File: src/rtl/apa102_out_pkg.sv
// Shared APA102 framing constants and state encoding, common to the transmitter
// and the loopback receiver.
package apa102_out_pkg;

  localparam int START_BITS  = 32;
  localparam int WORD_BITS   = 32;
  localparam int COLOUR_BITS = 24;
  localparam int HDR_BITS    = 8;
  localparam logic [2:0] LED_HDR = 3'b111;

  typedef enum logic [1:0] {
    ST_IDLE,
    ST_START_FR,
    ST_LED,
    ST_END_FR
  } state_e;

  // Bit idx (0 = first sent) of the 8-bit LED header {111, brightness}.
  function automatic logic hdr_bit(input logic [4:0] bright, input logic [2:0] idx);
    logic [7:0] hdr;
    hdr = {LED_HDR, bright};
    return hdr[3'd7 - idx];
  endfunction

endpackage

File: src/rtl/apa102_bit_tick.sv
// sck phase timer: CLK_DIV clk cycles per phase, reporting the edge that ends the
// low phase (rise_tick) and the edge that ends the high phase (fall_tick).
module apa102_bit_tick #(
  parameter int CLK_DIV = 4
) (
  input  logic clk,
  input  logic rst_n,
  input  logic en_i,
  output logic rise_tick_o,
  output logic fall_tick_o
);

  localparam int CW = $clog2(CLK_DIV) + 1;
  localparam logic [CW-1:0] LAST = CW'(CLK_DIV - 1);

  logic [CW-1:0] cnt_q, cnt_d;
  logic          high_q, high_d;
  logic          wrap;

  always_comb begin
    wrap   = (cnt_q == LAST);
    cnt_d  = wrap ? '0 : cnt_q + 1'b1;
    high_d = high_q ^ wrap;
    if (!en_i) begin
      cnt_d  = '0;
      high_d = 1'b0;
    end
  end

  assign rise_tick_o = en_i && wrap && !high_q;
  assign fall_tick_o = en_i && wrap && high_q;

  always_ff @(posedge clk) begin
    if (!rst_n) begin
      cnt_q  <= '0;
      high_q <= 1'b0;
    end else begin
      cnt_q  <= cnt_d;
      high_q <= high_d;
    end
  end

endmodule

File: src/rtl/apa102_out.sv
// APA102 frame transmitter: start frame, NUM_LEDS brightness+colour words, all-ones
// end frame. sda only moves on the edge that drops sck.
module apa102_out
  import apa102_out_pkg::*;
#(
  parameter int NUM_LEDS = 7,
  parameter int CLK_DIV  = 4,
  parameter int END_BITS = 32
) (
  input  logic                            clk,
  input  logic                            rst_n,
  input  logic                            start_i,
  input  logic [4:0]                      brightness_i,
  input  logic [NUM_LEDS*COLOUR_BITS-1:0] data_in_i,
  output logic                            busy_o,
  output logic                            done_o,
  output logic                            sck_o,
  output logic                            sda_o
);

  localparam int DW  = NUM_LEDS * COLOUR_BITS;
  localparam int WCW = (NUM_LEDS > 1) ? $clog2(NUM_LEDS) : 1;
  localparam int ECW = (END_BITS > 1) ? $clog2(END_BITS) : 1;
  localparam logic [WCW-1:0] LAST_WORD = WCW'(NUM_LEDS - 1);
  localparam logic [ECW-1:0] LAST_END  = ECW'(END_BITS - 1);
  localparam logic [4:0]     LAST_BIT  = 5'(WORD_BITS - 1);
  localparam logic [4:0]     HDR_LEN   = 5'(HDR_BITS);

  state_e         state_q, state_d;
  logic [DW-1:0]  shadow_q, shadow_d;
  logic [4:0]     bright_q, bright_d;
  logic [4:0]     bit_q, bit_d, nxt_bit;
  logic [WCW-1:0] word_q, word_d;
  logic [ECW-1:0] end_q, end_d;
  logic           sck_q, sck_d, sda_q, sda_d, busy_q, busy_d, done_q, done_d;
  logic           tick_en, rise_tick, fall_tick;

  assign tick_en = (state_q != ST_IDLE);

  apa102_bit_tick #(.CLK_DIV(CLK_DIV)) u_tick (
    .clk         (clk),
    .rst_n       (rst_n),
    .en_i        (tick_en),
    .rise_tick_o (rise_tick),
    .fall_tick_o (fall_tick)
  );

  always_comb begin
    state_d  = state_q;
    shadow_d = shadow_q;
    bright_d = bright_q;
    bit_d    = bit_q;
    word_d   = word_q;
    end_d    = end_q;
    sck_d    = sck_q;
    sda_d    = sda_q;
    busy_d   = busy_q;
    done_d   = 1'b0;
    nxt_bit  = bit_q + 5'd1;
    if (state_q == ST_IDLE) begin
      if (start_i && !busy_q) begin
        state_d  = ST_START_FR;
        shadow_d = data_in_i;
        bright_d = brightness_i;
        busy_d   = 1'b1;
        bit_d    = '0;
        word_d   = '0;
        end_d    = '0;
        sck_d    = 1'b0;
        sda_d    = 1'b0;
      end
    end else begin
      if (rise_tick) sck_d = 1'b1;
      if (fall_tick) begin
        sck_d = 1'b0;
        case (state_q)
          ST_START_FR: begin
            if (bit_q == LAST_BIT) begin
              state_d = ST_LED;
              bit_d   = '0;
              word_d  = '0;
              sda_d   = 1'b1;
            end else begin
              bit_d = nxt_bit;
              sda_d = 1'b0;
            end
          end
          ST_LED: begin
            // Shadow MSB always holds the colour bit currently on the wire.
            if (bit_q >= HDR_LEN) shadow_d = shadow_q << 1;
            if (bit_q == LAST_BIT) begin
              bit_d = '0;
              sda_d = 1'b1;
              if (word_q == LAST_WORD) begin
                state_d = ST_END_FR;
                end_d   = '0;
              end else begin
                word_d = word_q + 1'b1;
              end
            end else begin
              bit_d = nxt_bit;
              if (nxt_bit < HDR_LEN)       sda_d = hdr_bit(bright_q, nxt_bit[2:0]);
              else if (nxt_bit == HDR_LEN) sda_d = shadow_q[DW-1];
              else                         sda_d = shadow_q[DW-2];
            end
          end
          ST_END_FR: begin
            if (end_q == LAST_END) begin
              state_d = ST_IDLE;
              sda_d   = 1'b0;
              busy_d  = 1'b0;
              done_d  = 1'b1;
            end else begin
              end_d = end_q + 1'b1;
              sda_d = 1'b1;
            end
          end
          default: state_d = ST_IDLE;
        endcase
      end
    end
  end

  always_ff @(posedge clk) begin
    if (!rst_n) begin
      state_q  <= ST_IDLE;
      shadow_q <= '0;
      bright_q <= '0;
      bit_q    <= '0;
      word_q   <= '0;
      end_q    <= '0;
      sck_q    <= 1'b0;
      sda_q    <= 1'b0;
      busy_q   <= 1'b0;
      done_q   <= 1'b0;
    end else begin
      state_q  <= state_d;
      shadow_q <= shadow_d;
      bright_q <= bright_d;
      bit_q    <= bit_d;
      word_q   <= word_d;
      end_q    <= end_d;
      sck_q    <= sck_d;
      sda_q    <= sda_d;
      busy_q   <= busy_d;
      done_q   <= done_d;
    end
  end

  assign busy_o = busy_q;
  assign done_o = done_q;
  assign sck_o  = sck_q;
  assign sda_o  = sda_q;

endmodule

File: config.mk
export PLATFORM = sky130hd
export DESIGN_NAME = apa102_out
export DESIGN_NICKNAME = d
export VERILOG_FILES = /design/src/rtl/apa102_out_pkg.sv /design/src/rtl/apa102_bit_tick.sv /design/src/rtl/apa102_out.sv
export SDC_FILE = /design/constraint.sdc
export NUM_CORES = 1
export LEC_CHECK = 0
export ABC_AREA = 1
export CAP_MARGIN = 20
export CORE_ASPECT_RATIO = 0.75
export CORE_MARGIN = 2
export CORE_UTILIZATION = 40
export CTS_BUF_LIST = sky130_fd_sc_hd__clkbuf_8
export CTS_CLUSTER_DIAMETER = 60
export DETAILED_ROUTE_END_ITERATION = 8
export GPL_ROUTABILITY_DRIVEN = 0
export PLACE_DENSITY = 0.65
export SETUP_SLACK_MARGIN = 0.2
export SLEW_MARGIN = 20
export SYNTH_ARGS = -nofsm -noshare
export SYNTH_HDL_FRONTEND = slang
export SYNTH_HIERARCHICAL = 1
export SYNTH_SLANG_ARGS = --single-unit
File: constraint.sdc
create_clock -name clk -period 5.5 [get_ports clk]
set_input_delay 1.1 -clock clk [delete_from_list [all_inputs] [get_ports clk]]
set_output_delay 1.1 -clock clk [all_outputs]
set_load 0.005 [all_outputs]
==> flow_summary_export.csv, run 1 <==
group,metric,value,unit
synthesis,synth-seq-area-share,0.458,
sta,maxSlewHeadroom,0.382,
clock_network,cts.sinks,196,
layout,fillCellCount,2100,
layout,multi_input_area,4000,um^2
clock_network,ctsRootBufferMaster,"clkbuf_8",
sta,slew_violations,0,
drt,drt_wl_total,20900,um
global_routing,grt_remaining_overflow,0,
clock_network,cts_setup_buffers,0,
floorplanning,dieArea,22600,um^2
setup_path,r2r_end,"shadow_q[148]$_SDFFE_PN0P_",
floorplanning,die_height,131,um
sta,setup_viol,0,
synthesis,synth-seq-cells,196,
setup_path,ff2ff_path_depth,14,
pwr,p_total,6.15,mW
global_routing,grt_pass1_wl,34700,um
drt,firstDrtPassIters,5,
sta,finalCriticalPeriod,3.82,ns
setup_path,worst-path-max-fanout,172,
worst_hold_path,worstHoldStart,"u_tick/cnt_q[0]$_SDFF_PP0_",
worst_hold_path,holdPathEnd,"u_tick/cnt_q[0]$_SDFF_PP0_",
sta,hold_violations,0,
setup_path,cp.arrival,4.22,ns
sta,setup_tns,0,ns
clock_network,cts_buffers,17,
global_routing,antenna_found_initial,0,
pwr,ir_worst_vdd,0.000713,V
worst_hold_path,holdPathStages,1,
run_status,status,"finished, final reports clean",
sta,period_share,0.694,
drt,detailroute.via_count,8022,
sta,rsz0062_at_grt,"no",
synthesis,synth_cell_types,27,
drt,final_antenna_net_count,0,
pwr,powerDensity,572,nW/um^2
pwr,p_leak,4.04,nW
synthesis,syn_inst,1162,
placed_design,place_ws,1.73,ns
layout,antenna_cells,0,
clock_network,clkLatencyLatePin,0.47,ns
floorplanning,rows,46,
global_routing,grt_max_degree,173,
clock_network,path_clk_slew,0.11,ns
placed_design,placed_area,10300,um^2
sta,worstMarginPinSlew,0.927,ns
floorplanning,core-area,21100,um^2
clock_network,htree_levels,4,
placed_design,place_inst,1541,
clock_network,clockBufferDepth,2,
sta,skew,0.0171,ns
setup_path,r2r_start,"state_q[0]$_SDFFE_PN0P_",
synthesis,synth_fp_nets,1353,
setup_path,cp-start-kind,"register",
layout,regArea,3920,um^2
layout,layout-drive-gt1-share,0.0389,
setup_path,cp-end-kind,"register",
clock_network,holdBufCountCts,0,
run,maxCapViolations,0,
worst_hold_path,hold_path.class,"register to register",
drt,drt_iter0_drc,772,
drt,drc,0,
setup_path,rrSetupSlack,1.68,ns
sta,fin_ws,1.68,ns
placed_design,portBuffers,179,
global_routing,grt_usage,0.184,
layout,final_cells,1573,
placed_design,hpwl,13200,um
synthesis,yosys_warnings,6,
layout,nNetsFinal,1463,
synthesis,synth.avg_cell_area,7.38,um^2
global_routing,grt_pass1_vias,7048,
floorplanning,dieWidth,173,um
floorplanning,io-pin-count,180,
setup_path,crit_required,5.90,ns
setup_path,critical_path_class,"register to register",
layout,areaGrowthSynthToFinish,25.3,%
floorplanning,initial_utilization,0.407,
synthesis,synthesis.area,8580,um^2
clock_network,cts_tree,"done",
clock_network,post_cts_resized,0,
drt,routedWlPerCell,13.3,um
sta,fmax,262,MHz
layout,fin_area,10700,um^2
drt,via_per_inst,5.10,
==> routing by layer <==
layer | vias to the layer above | wire (um) | GRT usage | part of all wire
met1 | 3591 | 11000 | 0.279 | 0.52
li1 | 4182 | - | - | -
met4 | 0 | 184 | 0.0538 | 0.0088
met2 | 234 | 8400 | 0.259 | 0.40
met5 | - | 0 | 0 | 0
met3 | 15 | 1370 | 0.0408 | 0.066
==> area by class of cell <==
cell class	instances	share of cell area
Clock buffer	19	0.0243
Clock inverter	13	0.0156
Inverter	44	0.0165
Multi-Input combinational cell	827	0.372
Sequential cell	196	0.365
Tap cell	288	0.0335
Timing Repair Buffer	186	0.173
==> cells in the mapped netlist (all sizes together) <==
master     n  area, um^2
nand2    383        1440
dfxtp    196        3920
o21ai    180         901
a31oi    167        1040
clkbuf    52         195
inv       44         165
buf       43         305
nor2      29         109
a21oi     20         100
ha        15         188
nand3     14        75.1
nor3       9        45.0
a211oi     3        22.5
nor4       2        18.8
a311oi     1        8.76
nand4      1        6.26
nor3b      1        7.51
o2111ai    1        8.76
xor2       1        8.76
==> where the power goes <==
group,switching [mW],total [mW],internal (mW),leakage [nW]
registers,0.277,2.29,2.01,1.61
logic,1.96,2.87,0.913,2.20
clock network,0.547,0.992,0.446,0.219
total,2.78,6.15,3.37,4.04
==> cells in the final DEF (no fill, tap or decap), types with 2 or more instances in the layout <==
master           count
a211oi_1             3
a21oi_1             20
a31oi_1            167
buf_4                7
bufinv_16            2
clkbuf_8            19
clkdlybuf4s50_1    178
clkinv_4             5
dfxtp_1            196
ha_1                14
inv_1               39
inv_2                3
inv_6                2
inv_8                4
nand2_1            381
nand2_2              2
nand3_1             13
nor2_1              29
nor3_1               9
o21ai_0            143
o21ai_1             37
==> worst max path at each step <==
stage | slack (ns) | depth (start not counted) | startpoint | endpoint
final | 1.68 | 14 | state_q[0]$_SDFFE_PN0P_ | shadow_q[148]$_SDFFE_PN0P_
after global routing | 1.14 | 14 | state_q[0]$_SDFFE_PN0P_ | shadow_q[148]$_SDFFE_PN0P_
after CTS | 1.69 | 14 | state_q[0]$_SDFFE_PN0P_ | shadow_q[90]$_SDFFE_PN0P_
after detailed placement | 1.73 | 14 | state_q[0]$_SDFFE_PN0P_ | shadow_q[90]$_SDFFE_PN0P_
after global placement | 1.84 | 14 | state_q[0]$_SDFFE_PN0P_ | shadow_q[98]$_SDFFE_PN0P_
after floorplan | 3.05 | 17 | state_q[0]$_SDFFE_PN0P_ | shadow_q[10]$_SDFFE_PN0P_
==> per-stage QoR <==
step / utilization / hold slack, ns
after global routing: 0.510 / 0.457
after global placement: 0.490 / 0.409
after CTS: 0.510 / 0.428
after detailed placement: 0.490 / 0.414
final: 0.510 / 0.425
after floorplan: - / 0.397
==> flip-flops by register name, indices dropped and copies added, names as in the netlist <==
signal         count
bit_q              5
bright_q           5
busy_o             1
done_o             1
end_q              5
sck_o              1
sda_o              1
shadow_q         168
state_q            2
u_tick/cnt_q       3
u_tick/high_q      1
word_q             3
==> worst max-delay path, stage by stage (launching register included) <==
cell and delay [ns]:
dfxtp_1 0.41, inv_1 0.12, ha_4 0.41, inv_6 0.58, inv_1 0.12, nor2_1 0.13
inv_1 0.06, nand2_1 0.09, nand2_1 0.11, inv_2 0.12, nand2_1 0.16, inv_8 0.57
buf_4 0.44, o21ai_0 0.13, a31oi_1 0.20
==> cell families (layout without fill, tap and decap cells) <==
kind of cell / count (synthesis) / after routing / synth area share
fa+ha+maj: 15 / 15 / 0.0219
flops: 196 / 196 / 0.458
simple gates: 439 / 439 / 0.199
compound gates: 372 / 372 / 0.243
buf+inv: 139 / 262 / 0.0776
xor+xnor: 1 / 1 / 0.00102
Power figures use the tool's default switching activity.
==> run 2: changes to the inputs <==
Settings changed: PLACE_DENSITY 0.65 to 0.68.
Clock period 5.5 ns to 3.4 ns, I/O delays scaled along.
==> run 2 against run 1 <==
Hold slack lost 0.0020 ns. Power grew 67%. Clock power grew 72%. Routed wire length grew 3.3%. Die area is the same. Largest power group unchanged. Highest routed layer unchanged.
==> flow_summary_export.csv, run 2 (synthesis gave the netlist of run 1 again) <==
group,metric,value,unit
layout,layout-drive-gt1-share,0.0441,
clock_network,ctsRootBufferMaster,"clkbuf_8",
global_routing,grt_pass1_vias,7238,
drt,drt_iter0_drc,894,
sta,setup_viol,0,
layout,areaGrowthSynthToFinish,26.8,%
drt,detailroute.via_count,8165,
setup_path,critPathSlowestCell,"dfxtp_1",
drt,drc,0,
drt,routedWlPerCell,13.7,um
run,maxCapViolations,0,
clock_network,clockBufferDepth,2,
layout,mostFrequentLayoutCells,"nand2_1, dfxtp_1, clkdlybuf4s50_1",
placed_design,placed_area,10400,um^2
drt,via_per_inst,5.16,
clock_network,cts_buffers,17,
floorplanning,io-pin-count,180,
layout,regMostFlops,"shadow_q",
sta,hold_violations,0,
sta,skew,0.0171,ns
clock_network,path_clk_slew,0.09,ns
setup_path,cp-start-kind,"register",
drt,final_antenna_net_count,0,
sta,rsz0062_at_grt,"no",
layout,fin_area,10900,um^2
layout,final_common_cell,"nand2_1",
pwr,p_leak,4.10,nW
setup_path,path_buf_inv,5,
setup_path,critPathMostFrequentCell,"nand2_1",
global_routing,grt_remaining_overflow,0,
clock_network,post_cts_resized,0,
pwr,powerDensity,943,nW/um^2
worst_hold_path,hold_path.class,"register to register",
clock_network,cts.sinks,196,
drt,firstDrtPassIters,6,
run_status,status,"finished, final reports clean",
clock_network,clkLatencyLatePin,0.46,ns
sta,finalCriticalPeriod,2.64,ns
setup_path,path_cells,"inv_1 -> ha_4 -> buf_4 -> nand2_1 -> nand2_1 -> inv_2 -> nand2_1 -> inv_8 -> buf_4 -> o21ai_0 -> a31oi_1",
sta,worstMarginPinSlew,0.990,ns
floorplanning,die_height,131,um
setup_path,worst-path-max-fanout,83,
sta,setup_tns,0,ns
layout,largest_reg_flops,168,
sta,slew_violations,0,
drt,drt_wl_total,21600,um
global_routing,grt_usage,0.189,
clock_network,htree_levels,4,
pwr,ir_worst_vdd,0.000550,V
placed_design,place_ws,0.573,ns
sta,maxSlewHeadroom,0.340,
floorplanning,dieWidth,173,um
floorplanning,core-area,21100,um^2
floorplanning,dieArea,22600,um^2
setup_path,cp.arrival,3.02,ns
sta,period_share,0.776,
setup_path,cp-end-kind,"register",
sta,fmax,379,MHz
setup_path,critical_path_class,"register to register",
global_routing,antenna_found_initial,1,
clock_network,cts_setup_buffers,0,
layout,nNetsFinal,1471,
sta,fin_ws,0.760,ns
placed_design,hpwl,13800,um
placed_design,portBuffers,179,
setup_path,path_delay_family,"buffers and inverters",
setup_path,crit_required,3.78,ns
clock_network,cts_tree,"done",
global_routing,grt_max_degree,97,
floorplanning,initial_utilization,0.407,
global_routing,grt_pass1_wl,35500,um
setup_path,critPathMaxStageDelay,0.40,ns
clock_network,holdBufCountCts,0,
floorplanning,rows,46,
[run 2: cell types whose count changed in the layout (fill, tap and decap cells not counted)]
cell	delta
buf_4	+5
buf_12	+3
inv_8	-3
bufinv_16	+2
clkbuf_8	+2
clkinv_4	-2
clkinv_8	-1
diode_2	+1
inv_6	+1
[run 2: worst paths after layout]
path,start,to,slack [ns],depth (start not counted)
worst max-delay path,state_q[0]$_SDFFE_PN0P_,shadow_q[42]$_SDFFE_PN0P_,0.76,11
worst min-delay path,u_tick/cnt_q[0]$_SDFF_PP0_,u_tick/cnt_q[0]$_SDFF_PP0_,0.42,1
worst max register to register,state_q[0]$_SDFFE_PN0P_,shadow_q[42]$_SDFFE_PN0P_,0.76,11
worst min register to register,u_tick/cnt_q[0]$_SDFF_PP0_,u_tick/cnt_q[0]$_SDFF_PP0_,0.42,1
[run 2: where the power goes]
part           switching (mW)  internal [mW]  total, mW  leakage, nW
Combinational            3.22           1.61       4.83         2.26
Clock                   0.825          0.885       1.71        0.233
Sequential              0.460           3.25       3.71         1.61
Total                    4.50           5.75       10.3         4.10
[run 2: final cells by class]
type / count / area [um^2]
fill: 2108 / 10200
timing repair buffer: 194 / 1950
multi-input combinational: 827 / 4000
tap: 288 / 360
antenna: 1 / 2.50
inverter: 44 / 178
sequential: 196 / 3920
clock buffer: 21 / 289
clock inverter: 10 / 169
[run 2: metrics by stage]
stage          hold slack (ns)  utilization  std cells  power, mW
2_1_floorplan            0.397            -       1162       7.64
3_3_place_gp             0.408        0.494       1549       8.47
3_5_place_dp             0.415        0.494       1549       8.56
4_1_cts                  0.428        0.516       1580       10.3
5_1_grt                  0.448        0.516       1580       11.2
6_report                 0.423        0.516       1581       10.3
[run 2: metal layers]
| layer | global-route usage | wire [um] | vias to the layer above |
|---|---|---|---|
| li1 | - | - | 4194 |
| met1 | 0.281 | 10900 | 3710 |
| met2 | 0.272 | 9130 | 243 |
| met3 | 0.0420 | 1290 | 18 |
| met4 | 0.0523 | 246 | 0 |
| met5 | 0 | 0 | - |
==> run 3: changes to the inputs <==
Clock period 3.4 ns to 2.4 ns, I/O delays scaled along.
==> run 3 against run 2 <==
Clock skew increased by 0.0063 ns. Flip-flop and latch count stayed put. Cell area increased by 3.4%. Global-route usage decreased by 0.19 points. Sequential share of layout area fell by 1.2 points. Routed wire length is 4.3% higher. Clock-buffer cell count is 4 lower. Critical path type unchanged. Largest cell class unchanged.
==> flow_summary_export.csv, run 3 (synthesis gave the netlist of run 1 again) <==
group,metric,value,unit
layout,largest_reg_flops,168,
layout,layout-drive-gt1-share,0.0682,
setup_path,r2r_start,"state_q[1]$_SDFFE_PN0P_",
global_routing,grt_usage,0.187,
clock_network,clkLatencyLatePin,0.47,ns
layout,areaGrowthSynthToFinish,31.1,%
sta,period_share,0.847,
worst_hold_path,worstHoldStart,"rst_n",
floorplanning,dieWidth,173,um
sta,maxSlewHeadroom,0.481,
sta,skew,0.0234,ns
drt,firstDrtPassIters,5,
clock_network,htree_levels,4,
setup_path,ff2ff_path_depth,14,
worst_hold_path,holdPathStages,3,
setup_path,crit_required,2.79,ns
setup_path,cp.arrival,2.42,ns
placed_design,place_inst,1559,
clock_network,cts_buffers,17,
sta,setup_tns,0,ns
layout,antenna_cells,0,
worst_hold_path,holdPathEnd,"shadow_q[42]$_SDFFE_PN0P_",
floorplanning,dieArea,22600,um^2
drt,detailroute.via_count,8294,
layout,nNetsFinal,1498,
floorplanning,core-area,21100,um^2
floorplanning,io-pin-count,180,
global_routing,use_met3,0.0353,
clock_network,clockBufferDepth,2,
setup_path,cp-end-kind,"register",
pwr,p_leak,4.28,nW
drt,routedWlPerCell,14.0,um
global_routing,grt_remaining_overflow,0,
floorplanning,die_height,131,um
global_routing,busiest_layer,"met1",
floorplanning,rows,46,
global_routing,grt_max_degree,109,
layout,fillCellCount,2019,
run,maxCapViolations,0,
sta,slew_violations,0,
worst_hold_path,hold_path.class,"input port to register",
clock_network,cts.sinks,196,
drt,via_per_inst,5.16,
placed_design,hpwl,13900,um
setup_path,cp-start-kind,"register",
layout,final_common_cell,"nand2_1",
clock_network,cts_tree,"done",
floorplanning,initial_utilization,0.407,
sta,finalCriticalPeriod,2.03,ns
global_routing,grt_pass1_vias,7160,
layout,mostFrequentLayoutCells,"nand2_1, dfxtp_1, clkdlybuf4s50_1",
pwr,ir_worst_vdd,0.000977,V
drt,drt_wl_total,22500,um
setup_path,r2r_end,"shadow_q[123]$_SDFFE_PN0P_",
sta,setup_viol,0,
pwr,powerDensity,1390,nW/um^2
clock_network,holdBufCountCts,0,
drt,drt_iter0_drc,950,
drt,drc,0,
global_routing,grt_pass1_wl,35100,um
drt,final_antenna_net_count,0,
clock_network,ctsRootBufferMaster,"clkbuf_8",
setup_path,critical_path_class,"register to register",
placed_design,portBuffers,179,
global_routing,grt_util_met1,0.283,
global_routing,antenna_found_initial,0,
global_routing,grt_util_met2,0.274,
setup_path,worst-path-max-fanout,20,
sta,fmax,492,MHz
sta,worstMarginPinSlew,0.779,ns
sta,rsz0062_at_grt,"yes",
layout,regMostFlops,"shadow_q",
sta,hold_violations,0,
layout,final_cells,1608,
run_status,status,"finished, final reports clean",
layout,fin_util,0.534,
setup_path,rrSetupSlack,0.37,ns
clock_network,path_clk_slew,0.11,ns
-- run 3: cell types whose count changed in the layout (fill, tap and decap cells not counted), sizes merged --
cell,delta
clkbuf,+1
bufinv,-4
diode,-1
buf,+19
inv,+10
clkinvlp,+2
-- run 3: routing by layer --
metal,vias to the layer above,part of all wire
met2,268,0.43
met1,3763,0.51
met3,7,0.059
met4,0,0.0051
li1,4256,-
met5,-,0
-- run 3: final cells by class --
| class | count | area, um^2 | share of cell area |
|---|---|---|---|
| flip-flops and latches | 196 | 3930 | 0.349 |
| inverters | 44 | 196 | 0.0175 |
| clock buffers | 17 | 234 | 0.0208 |
| clock inverters | 15 | 141 | 0.0126 |
| repair buffers | 218 | 2320 | 0.206 |
| multi-input cells | 827 | 4040 | 0.359 |
| well taps | 288 | 360 | 0.0320 |
| repair inverters | 3 | 28.8 | 0.00256 |
-- run 3: worst max-delay path by stage --
stage,startpoint,end,slack [ns],depth (start not counted)
4_1_cts,state_q[0]$_SDFFE_PN0P_,shadow_q[100]$_SDFFE_PN0P_,0.23,6
5_1_grt,bit_q[1]$_SDFFE_PN0P_,word_q[2]$_SDFFE_PN0P_,0.13,11
2_1_floorplan,state_q[0]$_SDFFE_PN0P_,shadow_q[10]$_SDFFE_PN0P_,0.22,17
3_5_place_dp,start_i,shadow_q[70]$_SDFFE_PN0P_,0.17,10
3_3_place_gp,start_i,shadow_q[164]$_SDFFE_PN0P_,0.19,10
6_report,state_q[1]$_SDFFE_PN0P_,shadow_q[123]$_SDFFE_PN0P_,0.37,14
-- run 3: repair_timing --
action	CTS	global route
endpoints found under the hold margin	0	0
gates cloned	2	6
resized for setup	5	18
endpoints found under the setup margin	18	178
buffers inserted	0	9
pin swaps	0	1
-- run 3: worst max-delay path, stage by stage (launching register included) --
cell       delay, ns
dfxtp_2         0.34
inv_1           0.14
ha_4            0.19
inv_6           0.06
inv_1           0.07
nor2_1          0.04
inv_1           0.09
nand2_1         0.08
nand2_1         0.10
inv_2           0.07
nand2_8         0.15
clkinv_16       0.13
buf_4           0.17
clkbuf_16       0.17
a31oi_1         0.15
-- run 3: power breakdown --
group	total, mW	leakage [nW]	switching (mW)	internal, mW
registers	5.24	1.62	0.629	4.61
clock network	2.06	0.190	1.29	0.770
logic	8.39	2.47	5.12	3.27
total	15.7	4.28	7.04	8.64
-- run 3: through the flow --
step	area [um^2]	hold WS, ns	power [mW]	setup WS (ns)
floorplan	8590	0.397	10.9	0.223
global placement	10500	0.412	12.3	0.192
detailed placement	10500	0.413	12.4	0.173
CTS	10900	0.382	14.7	0.228
global route	11200	0.406	17.0	0.131
finish	11200	0.409	15.7	0.367
